--- src/rtl/can_pkg.sv ---
// Shared CAN definitions: bit levels, destuffer states and default timing lengths.
package can_pkg;

    typedef enum logic [1:0] {
        WAIT_IDLE = 2'd0,
        IDLE      = 2'd1,
        FRAME     = 2'd2
    } state_t;

    localparam logic CAN_DOMINANT  = 1'b0;
    localparam logic CAN_RECESSIVE = 1'b1;

    localparam int DEFAULT_STUFF_LEN = 5;
    localparam int DEFAULT_IDLE_LEN  = 11;

endpackage

--- src/rtl/can_bit_destuffer_if.sv ---
// Bit-stream link between the bit sampler / frame decoder and the destuffer.
interface can_bit_destuffer_if;
    logic sample_valid;
    logic sample_bit;
    logic stuff_en;
    logic out_valid;
    logic out_bit;
    logic sof;
    logic stuff_err;
    logic bus_idle;

    modport master (
        output sample_valid, sample_bit, stuff_en,
        input  out_valid, out_bit, sof, stuff_err, bus_idle
    );

    modport slave (
        input  sample_valid, sample_bit, stuff_en,
        output out_valid, out_bit, sof, stuff_err, bus_idle
    );
endinterface

--- src/rtl/can_bit_destuffer.sv ---
// Removes CAN stuff bits from the sampled bit stream, flags stuff violations
// and tracks bus integration / idle detection.
module can_bit_destuffer
    import can_pkg::*;
#(
    parameter int STUFF_LEN = DEFAULT_STUFF_LEN,
    parameter int IDLE_LEN  = DEFAULT_IDLE_LEN
) (
    input  logic               clk,
    input  logic               rst,
    can_bit_destuffer_if.slave bus
);

    localparam int              REC_W     = $clog2(IDLE_LEN + 1);
    localparam logic [REC_W-1:0] IDLE_MAX  = REC_W'(IDLE_LEN);
    localparam logic [2:0]      STUFF_MAX = 3'(STUFF_LEN);

    state_t           state_reg, state_next;
    logic [2:0]       run_len_reg, run_len_next;
    logic             last_bit_reg, last_bit_next;
    logic [REC_W-1:0] rec_cnt_reg, rec_cnt_next;
    logic             out_valid_reg, out_valid_next;
    logic             out_bit_reg, out_bit_next;
    logic             sof_reg, sof_next;
    logic             stuff_err_reg, stuff_err_next;
    logic             bus_idle_reg, bus_idle_next;

    logic [REC_W-1:0] rec_inc;
    logic             rec_hit;
    logic             same_bit;
    logic [2:0]       run_step;

    always_ff @(posedge clk) begin
        if (rst) begin
            state_reg     <= WAIT_IDLE;
            run_len_reg   <= 3'd0;
            last_bit_reg  <= CAN_RECESSIVE;
            rec_cnt_reg   <= '0;
            out_valid_reg <= 1'b0;
            out_bit_reg   <= CAN_RECESSIVE;
            sof_reg       <= 1'b0;
            stuff_err_reg <= 1'b0;
            bus_idle_reg  <= 1'b0;
        end else begin
            state_reg     <= state_next;
            run_len_reg   <= run_len_next;
            last_bit_reg  <= last_bit_next;
            rec_cnt_reg   <= rec_cnt_next;
            out_valid_reg <= out_valid_next;
            out_bit_reg   <= out_bit_next;
            sof_reg       <= sof_next;
            stuff_err_reg <= stuff_err_next;
            bus_idle_reg  <= bus_idle_next;
        end
    end

    always_comb begin
        state_next     = state_reg;
        run_len_next   = run_len_reg;
        last_bit_next  = last_bit_reg;
        rec_cnt_next   = rec_cnt_reg;
        out_valid_next = 1'b0;
        out_bit_next   = out_bit_reg;
        sof_next       = 1'b0;
        stuff_err_next = 1'b0;
        bus_idle_next  = bus_idle_reg;

        rec_inc  = (rec_cnt_reg == IDLE_MAX) ? rec_cnt_reg : rec_cnt_reg + REC_W'(1);
        rec_hit  = (bus.sample_bit == CAN_RECESSIVE) && (rec_inc == IDLE_MAX);
        same_bit = (bus.sample_bit == last_bit_reg);
        run_step = !same_bit ? 3'd1 : ((run_len_reg == 3'd7) ? 3'd7 : run_len_reg + 3'd1);

        if (bus.sample_valid) begin
            rec_cnt_next = (bus.sample_bit == CAN_RECESSIVE) ? rec_inc : '0;

            case (state_reg)
                WAIT_IDLE: begin
                    if (rec_hit) begin
                        state_next    = IDLE;
                        bus_idle_next = 1'b1;
                    end
                end

                IDLE: begin
                    if (bus.sample_bit == CAN_DOMINANT) begin
                        out_valid_next = 1'b1;
                        out_bit_next   = CAN_DOMINANT;
                        sof_next       = 1'b1;
                        bus_idle_next  = 1'b0;
                        run_len_next   = 3'd1;
                        last_bit_next  = CAN_DOMINANT;
                        state_next     = FRAME;
                    end
                end

                FRAME: begin
                    // A run left long by the unstuffed tail still counts as a stuff position.
                    if (bus.stuff_en && (run_len_reg >= STUFF_MAX)) begin
                        if (!same_bit) begin
                            run_len_next  = 3'd1;
                            last_bit_next = bus.sample_bit;
                        end else begin
                            stuff_err_next = 1'b1;
                            state_next     = WAIT_IDLE;
                            rec_cnt_next   = REC_W'(bus.sample_bit);
                        end
                    end else begin
                        out_valid_next = 1'b1;
                        out_bit_next   = bus.sample_bit;
                        run_len_next   = run_step;
                        last_bit_next  = bus.sample_bit;
                        if (!bus.stuff_en && rec_hit) begin
                            state_next    = IDLE;
                            bus_idle_next = 1'b1;
                        end
                    end
                end

                default: state_next = WAIT_IDLE;
            endcase
        end
    end

    assign bus.out_valid = out_valid_reg;
    assign bus.out_bit   = out_bit_reg;
    assign bus.sof       = sof_reg;
    assign bus.stuff_err = stuff_err_reg;
    assign bus.bus_idle  = bus_idle_reg;

endmodule
--- src/flat_wrapper.sv ---
// flat-port wrapper written by rule: the top's interface ports become plain ports
module can_bit_destuffer_flat import can_pkg::*;
#(
    parameter int STUFF_LEN = DEFAULT_STUFF_LEN,
    parameter int IDLE_LEN  = DEFAULT_IDLE_LEN
)
  (clk, rst, bus_sample_valid, bus_sample_bit, bus_stuff_en, bus_out_valid, bus_out_bit, bus_sof, bus_stuff_err, bus_bus_idle);
  can_bit_destuffer_if bus_i ();
  input  logic clk;
  input  logic rst;
  input wire logic [$bits(bus_i.sample_valid)-1:0] bus_sample_valid;
  input wire logic [$bits(bus_i.sample_bit)-1:0] bus_sample_bit;
  input wire logic [$bits(bus_i.stuff_en)-1:0] bus_stuff_en;
  output wire logic [$bits(bus_i.out_valid)-1:0] bus_out_valid;
  output wire logic [$bits(bus_i.out_bit)-1:0] bus_out_bit;
  output wire logic [$bits(bus_i.sof)-1:0] bus_sof;
  output wire logic [$bits(bus_i.stuff_err)-1:0] bus_stuff_err;
  output wire logic [$bits(bus_i.bus_idle)-1:0] bus_bus_idle;
  assign bus_i.sample_valid = bus_sample_valid;
  assign bus_i.sample_bit = bus_sample_bit;
  assign bus_i.stuff_en = bus_stuff_en;
  assign bus_out_valid = bus_i.out_valid;
  assign bus_out_bit = bus_i.out_bit;
  assign bus_sof = bus_i.sof;
  assign bus_stuff_err = bus_i.stuff_err;
  assign bus_bus_idle = bus_i.bus_idle;
  can_bit_destuffer #(.STUFF_LEN(STUFF_LEN), .IDLE_LEN(IDLE_LEN)) u_core (.clk(clk), .rst(rst), .bus(bus_i));
endmodule
--- config.mk ---
export PLATFORM = sky130hd
export DESIGN_NAME = can_bit_destuffer_flat
export DESIGN_NICKNAME = d
export VERILOG_FILES = /design/src/rtl/can_pkg.sv /design/src/rtl/can_bit_destuffer_if.sv /design/src/rtl/can_bit_destuffer.sv /design/src/flat_wrapper.sv
export SDC_FILE = /design/constraint.sdc
export NUM_CORES = 1
export LEC_CHECK = 0
export CORE_MARGIN = 10
export CORE_UTILIZATION = 35
export CTS_CLUSTER_DIAMETER = 150
export DETAILED_ROUTE_END_ITERATION = 6
export PLACE_DENSITY_LB_ADDON = 0.1
export SKIP_CTS_REPAIR_TIMING = 1
export SLEW_MARGIN = 20
export SYNTH_ARGS = -nofsm -noshare
export SYNTH_HDL_FRONTEND = slang
export SYNTH_SLANG_ARGS = --single-unit
--- constraint.sdc ---
create_clock -name clk -period 4.3 [get_ports clk]
set_clock_uncertainty 0.05 [all_clocks]
set_input_delay 1.075 -clock clk [delete_from_list [all_inputs] [get_ports clk]]
set_output_delay 1.075 -clock clk [all_outputs]
set_load 0.02 [all_outputs]
-- Word-level counts from Yosys, hierarchy flattened
Index checks and enable logic that the tools add are counted.
- register bits after elaboration: 15
- bits in latches: 0
- RAM bits: 0
- memory bits (read-only): 0
- bits of input ports: 5
- memories kept: 0
- add/sub/neg operators: 2
- multipliers: 0
- divide/modulo/power cells: 0
- magnitude comparators: 1
- eq/ne operators: 13
- shift operators: 0
- muxes and demuxes: 31
- bitwise logic cells: 4
- reduce and logical (&&, ||, !) cells: 14
- operator list (kind ; count):
    $mux 4 ; 5
    $mux 3 ; 5
    $mux 1 ; 10
    $mux 2 ; 5
    $eq 4x4->1 const B ; 2
    $reduce_and 4->1 ; 2
    $pmux 1 s2 ; 3
    $pmux 2 s3 ; 1
    $pmux 3 s2 ; 1
    $reduce_and 6->1 ; 1
    $reduce_and 5->1 ; 1
    $add 4x1->4 const B ; 1
    $ne 2x1->1 const B ; 2
    $ne 2x2->1 const B ; 2
    $not 1->1 ; 4
    $reduce_or 4->1 ; 1
    $add 3x1->3 const B ; 1
    $eq 3x3->1 const B ; 1
    $ge 3x3->1 const B ; 1
    $logic_and 1x1->1 ; 3
    $ne 3x1->1 const B ; 1
    $ne 3x2->1 const B ; 1
    $ne 3x3->1 const B ; 1
    $pmux 1 s3 ; 1
    other kinds (9) ; 9

-- Logic depth before layout (Yosys ltp)
Gate-level depths: netlist of the first run.
- depth in word-level cells: 8
- depth in mapped cells: 7
- mapped depth without buffers: 7

-- Least setup slack after synthesis of the first run
Ideal clock, no wire load.
- path type: in2reg
- start point: in bus_sample_bit
- end point: reg u_core.state_reg[0]
- arrival time: 2.304 ns
- setup slack: 1.850 ns
- stages on the path: 6
- path through: clkbuf_1 -> nand2_1 -> mux2_4 -> o311ai_4 -> nand3_2 -> o41ai_2
- cells in the longest elaborated chain, start to end: 4
- elaborated cells on any way between the ends: 8
- ends and longest elaborated chain (element ; line ; source):
    start, declared ; flat_wrapper.sv:12 ; input wire logic [$bits(bus_i.sample_bit)-1:0] bus_sample_bit;
    $logic_and 1x1->1 ; can_bit_destuffer.sv:69 ; rec_hit = (bus.sample_bit == CAN_RECESSIVE) && (rec_inc == IDLE_MAX);
    $logic_and 1x1->1 ; can_bit_destuffer.sv:112 ; if (!bus.stuff_en && rec_hit) begin
    $ne 3x1->1 (no line) ; - ;
    $reduce_and 5->1 (no line) (*) ; - ;
    end signal, assigned ; can_bit_destuffer.sv:45 ; state_reg <= state_next;
    end, declared ; can_bit_destuffer.sv:18 ; state_t state_reg, state_next;
Every way passes the cells marked *; elsewhere a longest branch is shown, timed or not.
A chain may end at the register's enable or synchronous reset.

-- Worst setup path in the final report of the first run
- start point: in bus_stuff_en
- end point: reg u_core.rec_cnt_reg[2]
- cells in the longest elaborated chain, start to end: 3
- ends and longest elaborated chain (element ; line ; source):
    start, declared ; flat_wrapper.sv:13 ; input wire logic [$bits(bus_i.stuff_en)-1:0] bus_stuff_en;
    $logic_and 1x1->1 ; can_bit_destuffer.sv:98 ; if (bus.stuff_en && (run_len_reg >= STUFF_MAX)) begin
    $mux 4 ; can_bit_destuffer.sv:98 ;
    $mux 4 ; can_bit_destuffer.sv:76 ; case (state_reg)
    end signal, assigned ; can_bit_destuffer.sv:48 ; rec_cnt_reg <= rec_cnt_next;
    end, declared ; can_bit_destuffer.sv:21 ; logic [REC_W-1:0] rec_cnt_reg, rec_cnt_next;
Every way passes these cells.

==> summary.md, run 1 <==
| Metric | Value |
|---|---|
| Share of post-route cells with drive strength above 1 | `9.65%` |
| Die Y-Extent | `71.4 µm` |
| Actual slew at the worst max-slew pin | `0.457 ns` |
| Cell at the root of the clock tree | `sky130_fd_sc_hd__clkbuf_4` |
| Cell Chain, Critical Path | `clkdlybuf4s50_1 -> o311ai_4 -> or3_1 -> and3_1 -> a21o_1 -> a32o_2` |
| Area contributors post-synth | `sky130_fd_sc_hd__dfxtp_1 (32%), sky130_fd_sc_hd__ha_1 (11%), sky130_fd_sc_hd__nand2_1 (7.3%)` |
| Clock power share | `34.0%` |
| Count of cells along the worst hold path | `2` |
| Antenna violations before repair | `0` |
| Count of standard-cell rows | `18` |
| Net total in the final layout | `128` |
| Iter 0 DRT Violations | `36` |
| Die width | `71.4 µm` |
| Cell family with most CP delay | `compound AO/OA/AOI/OAI gates` |
| Relative slew slack | `69.4%` |
| Library cell occupying the most area in the post-synthesis netlist | `sky130_fd_sc_hd__dfxtp_1` |
| Largest net degree at the start of global routing | `12` |
| # diodes | `0` |
| Total count of max-transition violations in the final report | `0` |
| Number of global-route vias before repair | `730` |
| Post-synth cell types | `41` |
| Switching power total | `0.0000608 W` |
| GRT Resource Usage Total | `7.91%` |
| Fraction of registers with async set or reset after synthesis | `0%` |
| Clock-pin slew on the worst setup and hold paths | `0.10 ns` |
| Final core occ | `42.7%` |
| Starting Density | `37.0%` |
| Net count after synthesis | `117` |
| Top FF cell, synth | `sky130_fd_sc_hd__dfxtp_1` |
| CP max stage delay | `0.59 ns` |
| Max FFs per register | `4` |
| Flop and latch count out of synthesis | `15` |
| Largest voltage drop on the vdd net | `0.161 mV` |
| Congestion Overflow GR | `0` |
| Required @ worst endpoint | `4.43 ns` |
| Wire length of the first global-routing pass | `3.35 mm` |
| Hold WC Path Type | `flop to flop` |
| Int Pwr | `0.000184 W` |
| Via count normalized by instance count | `5.33` |
| Post-synth top cells | `sky130_fd_sc_hd__nand2_1 (18), sky130_fd_sc_hd__dfxtp_1 (15), sky130_fd_sc_hd__ha_1 (8), sky130_fd_sc_hd__inv_1 (8), sky130_fd_sc_hd__a21oi_1 (7)` |
| Area growth from synthesis to layout | `15.4%` |
| Min Clock Period, post-route | `2.77 ns` |
| 1st-pass router iterations | `4` |
| Worst setup EP type | `flop` |
| Count of fill cells added during filler insertion | `259` |
| Switching share of power | `24.8%` |
| Fmax | `0.361 GHz` |
| Post-DP HPWL | `1.53 mm` |
| Fin. Hold Viols | `0` |
| Total buffers and inverters traversed by the critical path | `1` |
| Seq/Total Area, Yosys | `32.4%` |
| Total die area | `0.00510 mm²` |
| Post-synthesis cell count | `104` |
| Count of warnings emitted by yosys | `0` |
| Share of Yosys cell area claimed by the top area cell type | `32.4%` |
| Crit path max-delay cell type | `sky130_fd_sc_hd__clkdlybuf4s50_1` |
| Antenna Violating Nets Remaining | `0` |
| Power Dens Cells | `229 mW/mm²` |
| Relative contribution of combinational cells to total power | `8.2%` |
| Clk buf depth | `2` |
| Syn avg cell area | `8.90 µm²` |
| Setup repair after global routing missed its margin | `false` |
| Setup TNS | `0 ns` |
| Detailed-route wire length per cell | `13.6 µm` |
| Overall via count from detail_route | `767` |
| Result of the run | `finished, final reports clean` |
| Crit Path Max Fanout | `7` |
| TritonCTS clock tree | `yes` |
| Maximum level of the CTS H-tree | `1` |
| Final Hold Slack | `0.445 ns` |
| Library cell with the highest instance count after synthesis | `sky130_fd_sc_hd__nand2_1` |
| Startpoint type of the worst setup path | `primary input` |
| TritonCTS Buffers | `3` |
| Fraction of the cycle the final worst path needs | `64.3%` |
| RD Place Congestion | `0.778` |
| Critical Path Stages | `6` |
| Static Leak | `0.421 nW` |
| Sequential group share of total power | `57.9%` |
| Cell depth of the worst flop-to-flop path | `6` |
| Port buffer count | `9` |
| Core area | `0.00250 mm²` |
| Wirelength, routed | `1.96 mm` |
| Clock latency reported for the late side of the worst-skew pair | `0.28 ns` |
| EDFF count, synth | `0` |
| Clock tree sinks | `15` |
| Synthesized area | `926 µm²` |
| Setup-failing EPs final | `0` |
| Worst Path Class, Setup | `primary input to flop` |
| Number of top-level pins | `10` |
| Post-route DRC violation count | `0` |
| Max-cap check violation count | `0` |
| Arrival time worst endpoint | `2.90 ns` |
==> worst min-delay path, stage by stage, from the launching register on <==
cell,delay [ns]
sky130_fd_sc_hd__dfxtp_1,0.34
sky130_fd_sc_hd__a31oi_1,0.04
sky130_fd_sc_hd__nor2_1,0.08
==> per-layer routing <==
| metal | vias up | part of all wire (%) | track usage (%) |
|---|---|---|---|
| li1 | 401 | - | - |
| met4 | 0 | 0.97 | 2.58 |
| met2 | 12 | 47 | 12.8 |
| met5 | - | 0 | 0 |
| met1 | 352 | 49 | 9.23 |
| met3 | 2 | 3.5 | 3.17 |
==> kinds of logic after synthesis <==
| kind of cell | share of synthesized area, % |
|---|---|
| fa+ha+maj | 10.8 |
| buf+inv | 4.46 |
| mux | 2.70 |
| flops | 32.4 |
| simple gates | 20.0 |
| xor+xnor | 1.89 |
| compound gates | 27.7 |
==> final timing paths <==
path                                             from               endpoint  slack, ns
worst max-delay path                     bus_stuff_en  u_core.rec_cnt_reg[2]       1.53
worst min-delay path              u_core.bus.bus_idle    u_core.bus.bus_idle       0.44
worst max register to register  u_core.rec_cnt_reg[0]    u_core.state_reg[0]       2.13
worst min register to register    u_core.bus.bus_idle    u_core.bus.bus_idle       0.44
==> placed cells by master (no fill, tap or decap), types with 2 or more instances in the layout <==
cell type / instances
sky130_fd_sc_hd__a21oi_1: 7
sky130_fd_sc_hd__clkdlybuf4s50_1: 9
sky130_fd_sc_hd__nand2_1: 18
sky130_fd_sc_hd__nand2b_1: 2
sky130_fd_sc_hd__clkbuf_4: 3
sky130_fd_sc_hd__nand3_1: 3
sky130_fd_sc_hd__ha_1: 8
sky130_fd_sc_hd__dfxtp_1: 15
sky130_fd_sc_hd__o311ai_4: 2
sky130_fd_sc_hd__a211oi_1: 2
sky130_fd_sc_hd__and3_1: 2
sky130_fd_sc_hd__nor2_1: 5
sky130_fd_sc_hd__inv_1: 8
==> area by class of cell <==
cell class,count,area (µm²),share of cell area [%]
Clock buffer,4,26.3,2.46
Sequential cell,15,300,28.1
Multi-Input combinational cell,78,584,54.7
Inverter,8,30.0,2.81
Tap cell,30,37.5,3.51
Timing Repair Buffer,9,90.1,8.43
==> per-stage QoR <==
stage | std cells | worst slack (ns) | total power [W] | area, µm²
final | 144 | 1.53 | 0.000245 | 1070
after global routing | 144 | 1.43 | 0.000261 | 1070
after CTS | 144 | 1.55 | 0.000252 | 1070
after detailed placement | 140 | 1.23 | 0.000165 | 1040
after global placement | 140 | 1.26 | 0.000165 | 1040
after floorplan | 104 | 1.85 | 0.000158 | 926
==> power groups by stage <==
stage                     sequential [W]  combinational, W  clock [W]
after floorplan                 0.000144         0.0000132          0
after global placement          0.000145         0.0000204          0
after detailed placement        0.000145         0.0000201          0
after CTS                       0.000142         0.0000202  0.0000900
after global routing            0.000142         0.0000226  0.0000964
final                           0.000142         0.0000200  0.0000832
Power figures use the tool's default switching activity.
==> inputs of run 2 (changes only) <==
Clock period 4.3 ns to 2.4 ns, I/O delays scaled along.
==> run 2 against run 1 <==
Effect of this change:
- design area up 9.1%
- global-route usage grew 0.62 points
- largest power group unchanged
- wire length grew 8.4%
==> summary.md, run 2 (same netlist as run 1, synthesis figures left out) <==
| Metric | Value |
|---|---|
| Via count normalized by instance count | `5.25 (-1.5%)` |
| Fin. Hold Viols | `0 (unchanged)` |
| TritonCTS clock tree | `yes` |
| RD Place Congestion | `0.747 (-3.9%)` |
| Congestion Overflow GR | `0 (unchanged)` |
| Port buffer count | `9 (unchanged)` |
| Net total in the final layout | `141 (+10%)` |
| Final Hold Slack | `0.436 ns (-0.00834 ns)` |
| FF+latch area | `300 µm² (unchanged)` |
| Antenna Violating Nets Remaining | `0 (unchanged)` |
| TritonCTS Buffers | `3 (unchanged)` |
| Share of post-route cells with drive strength above 1 | `18.9% (+9.2 points)` |
| Crit Path Max Fanout | `4 (-3)` |
| Cell at the root of the clock tree | `sky130_fd_sc_hd__clkbuf_4` |
| Post-route DRC violation count | `0 (unchanged)` |
| Required @ worst endpoint | `2.53 ns (-1.90 ns)` |
| Largest voltage drop on the vdd net | `0.192 mV (+19%)` |
| Count of standard-cell rows | `18 (unchanged)` |
| Post-DP HPWL | `1.70 mm (+12%)` |
| Result of the run | `finished, final reports clean` |
| Dpl cell area | `0.00114 mm² (+9.4%)` |
| Overall via count from detail_route | `824 (+7.4%)` |
| Leading cell types in the layout, fill and taps excluded | `sky130_fd_sc_hd__nand2_1 (18), sky130_fd_sc_hd__dfxtp_1 (15), sky130_fd_sc_hd__buf_4 (13)` |
| Clk buf depth | `2 (unchanged)` |
| Setup repair after global routing missed its margin | `false` |
| # diodes | `0 (unchanged)` |
| Static Leak | `0.482 nW (+15%)` |
| Wirelength, routed | `2.13 mm (+8.4%)` |
| Starting Density | `37.0% (unchanged)` |
| Max-cap check violation count | `0 (unchanged)` |
| Count of fill cells added during filler insertion | `258 (-0.39%)` |
| 1st-pass router iterations | `4 (unchanged)` |
| Setup TNS | `0 ns (unchanged)` |
| Clock latency reported for the late side of the worst-skew pair | `0.28 ns (about the same)` |
| Fmax | `0.477 GHz` |
| Clock-pin slew on the worst setup and hold paths | `0.09 ns (about the same)` |
| Total die area | `0.00510 mm² (unchanged)` |
| Clock tree sinks | `15 (unchanged)` |
| Hold WC Path Type | `flop to flop` |
| Final core occ | `46.6% (+3.9 points)` |
| Wire length of the first global-routing pass | `3.56 mm (+6.2%)` |
| Startpoint of the worst-slack reg-to-reg timing path | `u_core.rec_cnt_reg[0]` |
| Post-Place Worst Slack | `-0.00728 ns (-1.24 ns)` |
| Arrival time worst endpoint | `2.23 ns (-0.67 ns)` |
| Fraction of the cycle the final worst path needs | `87.4%` |
| Iter 0 DRT Violations | `62 (+72%)` |
| Min Clock Period, post-route | `2.10 ns` |
| Largest net degree at the start of global routing | `9 (-3)` |
| Area occupied by multi-input gates | `584 µm² (unchanged)` |
| Number of global-route vias before repair | `818 (+12%)` |
| Relative slew slack | `75.0% (+5.6 points)` |
| Actual slew at the worst max-slew pin | `0.370 ns (-0.0877 ns)` |
| Detailed-route wire length per cell | `13.6 µm (-0.57%)` |
| Maximum level of the CTS H-tree | `1 (unchanged)` |
| End of the critical path | `u_core.rec_cnt_reg[2]` |
| Cell depth of the worst flop-to-flop path | `6 (unchanged)` |
| Startpoint type of the worst setup path | `primary input` |
| Critical register-to-register path endpoint | `u_core.state_reg[0]` |
| Final Cell Area | `0.00117 mm² (+9.1%)` |
| Worst Path Class, Setup | `primary input to flop` |
| Setup-failing EPs final | `0 (unchanged)` |
| Source of the critical timing path | `bus_stuff_en` |
| Die width | `71.4 µm (unchanged)` |
| Total count of max-transition violations in the final report | `0 (unchanged)` |
| Worst setup EP type | `flop` |
| Core area | `0.00250 mm² (unchanged)` |
| Die Y-Extent | `71.4 µm (unchanged)` |
| Number of top-level pins | `10 (unchanged)` |
| Power Dens Cells | `383 mW/mm² (+67%)` |
| Minimum setup slack among reg-to-reg paths | `0.30 ns (-1.83 ns)` |
| Most common library cell in the layout ignoring fill and taps | `sky130_fd_sc_hd__nand2_1` |
| GRT Resource Usage Total | `8.54% (+0.62 points)` |
| Max FFs per register | `4 (unchanged)` |
| Area growth from synthesis to layout | `25.9%` |
| Antenna violations before repair | `0 (unchanged)` |
| Post-route setup slack | `0.303 ns (-1.23 ns)` |
run 2: per-layer routing:
metal / global-route usage, % / vias to the layer above / routed length (µm)
li1: - / 426 / -
met1: 9.56 / 384 / 1030
met2: 14.7 / 10 / 1010
met3: 2.62 / 4 / 58
met4: 3.23 / 0 / 27
met5: 0 / - / 0
run 2: stage by stage:
step	cells	total power, W
6_report	157	0.000446
4_1_cts	157	0.000459
5_1_grt	157	0.000477
2_1_floorplan	104	0.000282
3_5_place_dp	153	0.000305
3_3_place_gp	153	0.000305
run 2: worst min path at each step:
stage	startpoint	end	slack [ns]	cells after the start
floorplan	u_core.state_reg[1]	u_core.state_reg[1]	0.42	2
global placement	u_core.bus.bus_idle	u_core.bus.bus_idle	0.42	2
global route	u_core.bus.bus_idle	u_core.bus.bus_idle	0.50	2
CTS	u_core.bus.bus_idle	u_core.bus.bus_idle	0.44	2
finish	u_core.bus.bus_idle	u_core.bus.bus_idle	0.44	2
detailed placement	u_core.bus.bus_idle	u_core.bus.bus_idle	0.42	2
run 2: cell type report:
class | instances | area share (%)
Multi-Input combinational cell | 78 | 50.1
Sequential cell | 15 | 25.8
Timing Repair Buffer | 22 | 16.1
Tap cell | 30 | 3.22
Inverter | 8 | 2.58
Clock buffer | 4 | 2.25
run 2: report_power, final:
part           switching (W)  internal, W
combinational      0.0000233    0.0000221
clock              0.0000827    0.0000646
sequential        0.00000308     0.000250
total               0.000109     0.000337
run 2: worst max-delay path: stages:
cell and delay [ns]:
sky130_fd_sc_hd__clkdlybuf4s50_1 0.52, sky130_fd_sc_hd__o311ai_4 0.11, sky130_fd_sc_hd__or3_1 0.34, sky130_fd_sc_hd__and3_1 0.23, sky130_fd_sc_hd__a21o_1 0.18, sky130_fd_sc_hd__a32o_2 0.25
